File: src/rtl/msj_platform_ctrl_nch.sv
// N-channel MSJ platform controller: PWM per actuator, round-robin SPI angle polling,
// soft limits, latched emergency stop. Optional macro ANGLE_PARITY_CHECK_EN adds frame parity checking.
//
// state      | meaning
// S_IDLE     | sequencer parked, waiting for spi_enable
// S_SELECT   | ss_n[ch] low, one half-period before the first SCK edge
// S_SHIFT    | 16 SCK cycles, drive on rise, sample miso on fall
// S_DESELECT | ss_n high for CS_GAP clocks, frame committed at the end
// S_NEXT     | advance channel, resume or park
module msj_platform_ctrl_nch #(
  parameter int NUM_CH      = 8,
  parameter int PWM_WIDTH   = 16,
  parameter int PWM_PERIOD  = 1000,
  parameter int SPI_CLK_DIV = 25,
  parameter int CS_GAP      = 50
) (
  input  logic              clock,
  input  logic              reset,
  input  logic [7:0]        address,
  input  logic              write,
  input  logic [31:0]       writedata,
  input  logic              read,
  output logic [31:0]       readdata,
  output logic [NUM_CH-1:0] pwm,
  input  logic              angle_miso,
  output logic              angle_mosi,
  output logic              angle_sck,
  output logic [NUM_CH-1:0] angle_ss_n_o,
  input  logic              emergency_off
);

  localparam int CH_W = (NUM_CH > 1) ? $clog2(NUM_CH) : 1;
  localparam logic [PWM_WIDTH-1:0] CNT_MAX  = PWM_WIDTH'(PWM_PERIOD - 1);
  localparam logic [15:0]          DIV_LOAD = 16'(SPI_CLK_DIV - 1);
  localparam logic [15:0]          GAP_LOAD = 16'(CS_GAP - 1);
  localparam logic [CH_W-1:0]      CH_MAX   = CH_W'(NUM_CH - 1);

  typedef enum logic [2:0] {S_IDLE, S_SELECT, S_SHIFT, S_DESELECT, S_NEXT} spi_state_t;

  logic [PWM_WIDTH-1:0] duty_q   [NUM_CH];
  logic [PWM_WIDTH-1:0] active_q [NUM_CH];
  logic [13:0]          angle_q  [NUM_CH];
  logic [13:0]          min_q    [NUM_CH];
  logic [13:0]          max_q    [NUM_CH];
  logic [1:0]           ctrl_q;
  logic                 estop_q;
  logic [NUM_CH-1:0]    viol_q;
  logic [NUM_CH-1:0]    viol_now;
  logic [PWM_WIDTH-1:0] cnt_q;
  logic [NUM_CH-1:0]    pwm_q;
  logic                 es_s1_q, es_s2_q;
  logic                 kill;
  logic [31:0]          rdata_q, rdata_d;

  spi_state_t        state_q, state_d;
  logic [15:0]       tmr_q, tmr_d;
  logic [3:0]        bit_q, bit_d;
  logic [15:0]       shift_q, shift_d;
  logic [CH_W-1:0]   ch_q, ch_d;
  logic              sck_q, sck_d;
  logic              mosi_q, mosi_d;
  logic [NUM_CH-1:0] ss_n_q, ss_n_d;
  logic              commit;
  logic              frame_ok;

  wire wr_ctrl   = write && (address == 8'h40);
  wire wr_status = write && (address == 8'h41);

`ifdef ANGLE_PARITY_CHECK_EN
  logic [15:0] err_q;
  wire parity_ok = ~(^shift_q);
  assign frame_ok = parity_ok && !shift_q[14];

  always_ff @(posedge clock or posedge reset) begin
    if (reset) begin
      err_q <= '0;
    end else if (write && (address == 8'h42)) begin
      err_q <= '0;
    end else if (commit && !parity_ok && (err_q != 16'hFFFF)) begin
      err_q <= err_q + 16'd1;
    end
  end
`else
  assign frame_ok = !shift_q[14];
`endif

  assign kill = estop_q | es_s2_q;

  always_comb begin
    viol_now = '0;
    for (int ch = 0; ch < NUM_CH; ch++) begin
      viol_now[ch] = ctrl_q[1] && ((angle_q[ch] < min_q[ch]) || (angle_q[ch] > max_q[ch]));
    end
  end

  always_ff @(posedge clock or posedge reset) begin
    if (reset) begin
      es_s1_q <= 1'b0;
      es_s2_q <= 1'b0;
    end else begin
      es_s1_q <= emergency_off;
      es_s2_q <= es_s1_q;
    end
  end

  always_ff @(posedge clock or posedge reset) begin
    if (reset) begin
      for (int ch = 0; ch < NUM_CH; ch++) begin
        duty_q[ch]  <= '0;
        angle_q[ch] <= '0;
        min_q[ch]   <= '0;
        max_q[ch]   <= 14'h3FFF;
      end
      ctrl_q  <= '0;
      estop_q <= 1'b0;
      viol_q  <= '0;
    end else begin
      for (int ch = 0; ch < NUM_CH; ch++) begin
        if (write && (address == 8'(ch)))      duty_q[ch] <= writedata[PWM_WIDTH-1:0];
        if (write && (address == 8'(32 + ch))) min_q[ch]  <= writedata[13:0];
        if (write && (address == 8'(48 + ch))) max_q[ch]  <= writedata[13:0];
        if (commit && frame_ok && (ch_q == CH_W'(ch))) angle_q[ch] <= shift_q[13:0];
        if (viol_now[ch])                         viol_q[ch] <= 1'b1;
        else if (wr_status && writedata[16 + ch]) viol_q[ch] <= 1'b0;
      end
      if (wr_ctrl) ctrl_q <= writedata[1:0];
      // A clear only wins once the synchronised stop input has dropped.
      if (es_s2_q)                        estop_q <= 1'b1;
      else if (wr_status && writedata[0]) estop_q <= 1'b0;
    end
  end

  always_ff @(posedge clock or posedge reset) begin
    if (reset) begin
      cnt_q <= '0;
      pwm_q <= '0;
      for (int ch = 0; ch < NUM_CH; ch++) active_q[ch] <= '0;
    end else begin
      cnt_q <= (cnt_q == CNT_MAX) ? '0 : cnt_q + 1'b1;
      for (int ch = 0; ch < NUM_CH; ch++) begin
        if (cnt_q == CNT_MAX) active_q[ch] <= duty_q[ch];
        pwm_q[ch] <= (cnt_q < active_q[ch]) && !kill && !viol_now[ch];
      end
    end
  end

  always_comb begin
    rdata_d = '0;
    for (int ch = 0; ch < NUM_CH; ch++) begin
      if (address == 8'(ch))      rdata_d = 32'(duty_q[ch]);
      if (address == 8'(16 + ch)) rdata_d = {18'b0, angle_q[ch]};
      if (address == 8'(32 + ch)) rdata_d = {18'b0, min_q[ch]};
      if (address == 8'(48 + ch)) rdata_d = {18'b0, max_q[ch]};
    end
    if (address == 8'h40) rdata_d = {30'b0, ctrl_q};
    if (address == 8'h41) rdata_d = {16'(viol_q), 15'b0, estop_q};
`ifdef ANGLE_PARITY_CHECK_EN
    if (address == 8'h42) rdata_d = {16'b0, err_q};
`endif
  end

  always_ff @(posedge clock or posedge reset) begin
    if (reset)     rdata_q <= '0;
    else if (read) rdata_q <= rdata_d;
  end

  always_comb begin
    state_d = state_q;
    tmr_d   = tmr_q;
    bit_d   = bit_q;
    shift_d = shift_q;
    ch_d    = ch_q;
    sck_d   = sck_q;
    commit  = 1'b0;
    case (state_q)
      S_IDLE: begin
        sck_d = 1'b0;
        if (ctrl_q[0]) begin
          state_d = S_SELECT;
          tmr_d   = DIV_LOAD;
        end
      end
      S_SELECT: begin
        if (tmr_q == '0) begin
          state_d = S_SHIFT;
          tmr_d   = DIV_LOAD;
          bit_d   = '0;
        end else begin
          tmr_d = tmr_q - 16'd1;
        end
      end
      S_SHIFT: begin
        if (tmr_q == '0) begin
          tmr_d = DIV_LOAD;
          if (!sck_q) begin
            sck_d = 1'b1;
          end else begin
            sck_d   = 1'b0;
            shift_d = {shift_q[14:0], angle_miso};
            if (bit_q == 4'd15) begin
              state_d = S_DESELECT;
              tmr_d   = GAP_LOAD;
            end else begin
              bit_d = bit_q + 4'd1;
            end
          end
        end else begin
          tmr_d = tmr_q - 16'd1;
        end
      end
      S_DESELECT: begin
        if (tmr_q == '0) begin
          commit  = 1'b1;
          state_d = S_NEXT;
        end else begin
          tmr_d = tmr_q - 16'd1;
        end
      end
      S_NEXT: begin
        ch_d    = (ch_q == CH_MAX) ? '0 : ch_q + 1'b1;
        tmr_d   = DIV_LOAD;
        state_d = ctrl_q[0] ? S_SELECT : S_IDLE;
      end
      default: state_d = S_IDLE;
    endcase

    // Select and MOSI follow the next state so they stay aligned with it.
    ss_n_d = '1;
    mosi_d = 1'b0;
    if ((state_d == S_SELECT) || (state_d == S_SHIFT)) begin
      mosi_d = 1'b1;
      for (int ch = 0; ch < NUM_CH; ch++) ss_n_d[ch] = (ch_d != CH_W'(ch));
    end
  end

  always_ff @(posedge clock or posedge reset) begin
    if (reset) begin
      state_q <= S_IDLE;
      tmr_q   <= '0;
      bit_q   <= '0;
      shift_q <= '0;
      ch_q    <= '0;
      sck_q   <= 1'b0;
      mosi_q  <= 1'b0;
      ss_n_q  <= '1;
    end else begin
      state_q <= state_d;
      tmr_q   <= tmr_d;
      bit_q   <= bit_d;
      shift_q <= shift_d;
      ch_q    <= ch_d;
      sck_q   <= sck_d;
      mosi_q  <= mosi_d;
      ss_n_q  <= ss_n_d;
    end
  end

  assign readdata     = rdata_q;
  assign pwm          = pwm_q;
  assign angle_sck    = sck_q;
  assign angle_mosi   = mosi_q;
  assign angle_ss_n_o = ss_n_q;

endmodule

File: config.mk
export PLATFORM = sky130hd
export DESIGN_NAME = msj_platform_ctrl_nch
export DESIGN_NICKNAME = d
export VERILOG_FILES = /design/src/rtl/msj_platform_ctrl_nch.sv
export SDC_FILE = /design/constraint.sdc
export NUM_CORES = 2
export LEC_CHECK = 0
export ABC_AREA = 1
export CORE_AREA = 5 5 253 255
export DETAILED_ROUTE_END_ITERATION = 10
export DIE_AREA = 0 0 258 260
export PLACE_DENSITY = 0.8
export SYNTH_ARGS = -nofsm -noshare
export SYNTH_HDL_FRONTEND = slang
export SYNTH_SLANG_ARGS = --single-unit
File: constraint.sdc
create_clock -name clock -period 33.3 [get_ports clock]
set_clock_uncertainty 0.05 [all_clocks]
set_input_delay 6.66 -clock clock [delete_from_list [all_inputs] [get_ports clock]]
set_output_delay 6.66 -clock clock [all_outputs]
set_load 0.01 [all_outputs]
==> out/metrics.json <==
{
  "die": {
    "design.core.area_um2": 61400,
    "starting_density_of_the_core_pct": 62.3,
    "ioPinCount": 96,
    "floorplan.die_area_um2": 67100,
    "fp.dieW_um": 258,
    "die-height_um": 260,
    "rows": 91
  },
  "yosys": {
    "post_synth_instance_area_um2": 38300,
    "ys.flop_type": "dfrtp_1",
    "yosys.area.top_type_share_pct": 38.2,
    "synthDominantAreaCellType": "dfrtp_1",
    "synthTopCellsByArea": "dfrtp_1, nand2_1, ha_1",
    "synth.top_cells.by_count": "nand2_1, o21ai_0, dfrtp_1",
    "ys_warn_count": 0,
    "post_synth_cell_types": 53,
    "async_flop_share_pct": 100,
    "synth-seq-area-share_pct": 46.4,
    "syn_avg_cell_area_um2": 8.28,
    "synth_most_common_cell": "nand2_1",
    "synthesis.instances": 4618,
    "number_of_flops_mapped_to_enable_cells_by_yosys": 0,
    "synth.ff_latch_count": 704
  },
  "clock_network": {
    "clock_tree.htree_level_count": 3,
    "worstSkewPairLatency_ns": 0.63,
    "tritoncts": "yes",
    "ctsHoldBuffers": 0,
    "post_cts.repair.setup_buffers": 0,
    "cts_root_buf": "clkbuf_16",
    "cts.reportedPaths.clkPinSlew_ns": 0.06,
    "cts-root-to-sink-buffers": 3,
    "cts.sinks": 704,
    "cts-resized-gates": 0,
    "tritoncts.num_buffers": 76
  },
  "setup_path": {
    "timing.critical_path.from_type": "primary input",
    "r2r-end": "pwm[2]",
    "worstSetupStartpoint": "address[4]",
    "worstSetupPathType": "primary input to flip-flop",
    "critical_path_fanout_max": 19,
    "crit_path_end": "readdata[8]",
    "worst_setup_path_end_kind": "flip-flop",
    "cp_data_required_time_ns": 33.80,
    "rrSetupSlack_ns": 29.62,
    "r2r_cells": 9,
    "timing.critical_path.arrival_ns": 11.06,
    "worst_r2r_src": "angle_q[73]"
  },
  "grt": {
    "wire_length_of_the_first_global_routing_pass_mm": 181,
    "grt_util_overall_pct": 34.8,
    "grt_antenna_before_repair": 8,
    "number_of_global_route_vias_before_repair": 31500,
    "grt_max_degree": 178,
    "grt_overflow": 0
  },
  "power": {
    "max-vdd-ir-drop_v": 0.0000452,
    "fin_total_pwr_mw": 2.02,
    "powerDensity_nw_per_um2": 47.7,
    "power_leakage_nw": 19.2
  },
  "drt": {
    "drt-vias-per-instance": 6.07,
    "wire_per_inst_um": 21.6,
    "firstDrtPassIters": 6,
    "route.vias.total": 33300,
    "drtIter0Drc": 4144,
    "drcViolationCount": 0,
    "drt-total-wl_mm": 118,
    "ant_nets": 0
  },
  "min_path": {
    "hold_class": "flip-flop to flip-flop"
  },
  "placement": {
    "io_buffer_count": 79,
    "gp_congestion": 0.934,
    "detailedPlacementHpwl_mm": 78.9
  },
  "cells_and_area": {
    "post_route_cells_drive_above_1_share_pct": 8.12,
    "area_growth_syn_to_layout_pct": 10.4,
    "finish.net_count": 5024
  },
  "sta": {
    "unrepaired_setup_endpoints_after_global_routing": "no",
    "setup-violations-final": 0,
    "achievable-frequency_ghz": 0.0948,
    "hold_viol": 0,
    "tns_ns": 0,
    "slew_headroom_pct": 17.1,
    "post-route-period-util_pct": 31.7,
    "final_period_minus_worst_setup_slack_ns": 10.55,
    "worst-slew-pin-transition_ns": 1.24,
    "maxSlewViolCount": 0
  },
  "job": {
    "maxCapViolations": 0
  },
  "status": {
    "outcome": "completed"
  }
}
==> how the worst min path moves through the flow <==
stage             from  endpoint  cells past startpoint
2_1_floorplan  es_s1_q   es_s2_q                      0
3_3_place_gp   es_s1_q   es_s2_q                      0
3_5_place_dp   es_s1_q   es_s2_q                      0
4_1_cts        es_s1_q   es_s2_q                      0
5_1_grt        es_s1_q   es_s2_q                      0
6_report       es_s1_q   es_s2_q                      0
==> power by group <==
group	switching, mW	internal [mW]
sequential	0.0264	0.894
clock	0.357	0.531
combinational	0.144	0.0654
total	0.527	1.49
==> layout by cell type, fill, tap and decap left out, drive strengths merged, types with 27 or more instances in the layout <==
master / instances
nand2: 1180
o21ai: 719
dfrtp: 584
inv: 583
ha: 345
a21oi: 295
nor2: 162
dfstp: 120
clkbuf: 117
nand3: 89
clkdlybuf4s50: 79
nand4: 65
nor3: 43
buf: 42
o22ai: 34
a211oi: 27
==> cell type report <==
class	instances	area, um^2
antenna	2	5.00
clock buffer	116	2300
clock inverter	24	307
fill	4847	19100
inverter	590	2220
multi-input combinational	3139	17500
sequential	704	17800
tap	790	988
timing repair buffer	122	1120
==> sequential cells by signal, indices dropped and copies added (netlist names), 4 cells and up <==
register and flops:
active_q 128, angle_q 112, angle_ss_n_o 8, bit_q 4
cnt_q 16, duty_q 128, max_q 112, min_q 112
pwm 8, readdata 24, shift_q 15, tmr_q 16
viol_q 8
==> kinds of logic (layout without fill, tap and decap cells) <==
| kind of cell | after synthesis | after routing | synth area share [%] |
|---|---|---|---|
| buf+inv | 782 | 852 | 7.87 |
| fa+ha+maj | 345 | 345 | 11.3 |
| xor+xnor | 11 | 11 | 0.252 |
| other cells | 1 | 10 | 0.00980 |
| simple gates | 1577 | 1577 | 17.0 |
| flops | 704 | 704 | 46.4 |
| compound gates | 1198 | 1198 | 17.1 |
==> worst max-delay path, stage by stage <==
cell	delay (ns)
clkdlybuf4s50_1	0.58
nand2_1	0.13
nor2_4	0.61
nand2_2	0.37
nand2_2	0.36
inv_1	0.22
o21ai_0	0.27
o21ai_1	0.15
nand3_1	0.15
o21ai_1	0.09
nand2_1	0.13
nand2_1	0.11
nand3_1	0.09
nand2_1	0.09
nand2_1	0.11
nand2_1	0.06
nand2_1	0.09
nand2_1	0.06
nand2_1	0.10
nand2_1	0.07
nand2_1	0.11
nand2_1	0.11
nand2_1	0.08
nand2_1	0.04
nand2_1	0.05
nand2_1	0.07
nand2_1	0.07
==> stage by stage <==
stage                     hold slack [ns]  cells  setup slack [ns]  utilization [%]  instance area [um^2]
after floorplan                     0.281   4625              7.05                -                 38300
after CTS                           0.302   5484             22.55             68.8                 42200
final                               0.298   5487             22.75             68.8                 42200
after global routing                0.307   5486             22.07             68.8                 42200
after detailed placement            0.286   5344             21.90             64.5                 39600
after global placement              0.283   5344             21.94             64.5                 39600
==> layer usage <==
| metal | vias up | part of all wire [%] | GRT usage [%] |
|---|---|---|---|
| met1 | 15700 | 40 | 48.8 |
| met5 | - | 0.068 | 0 |
| met3 | 364 | 13 | 10.1 |
| met4 | 6 | 5.2 | 15.4 |
| met2 | 1836 | 42 | 50.7 |
| li1 | 15400 | - | - |
Power figures use the tool's default switching activity.
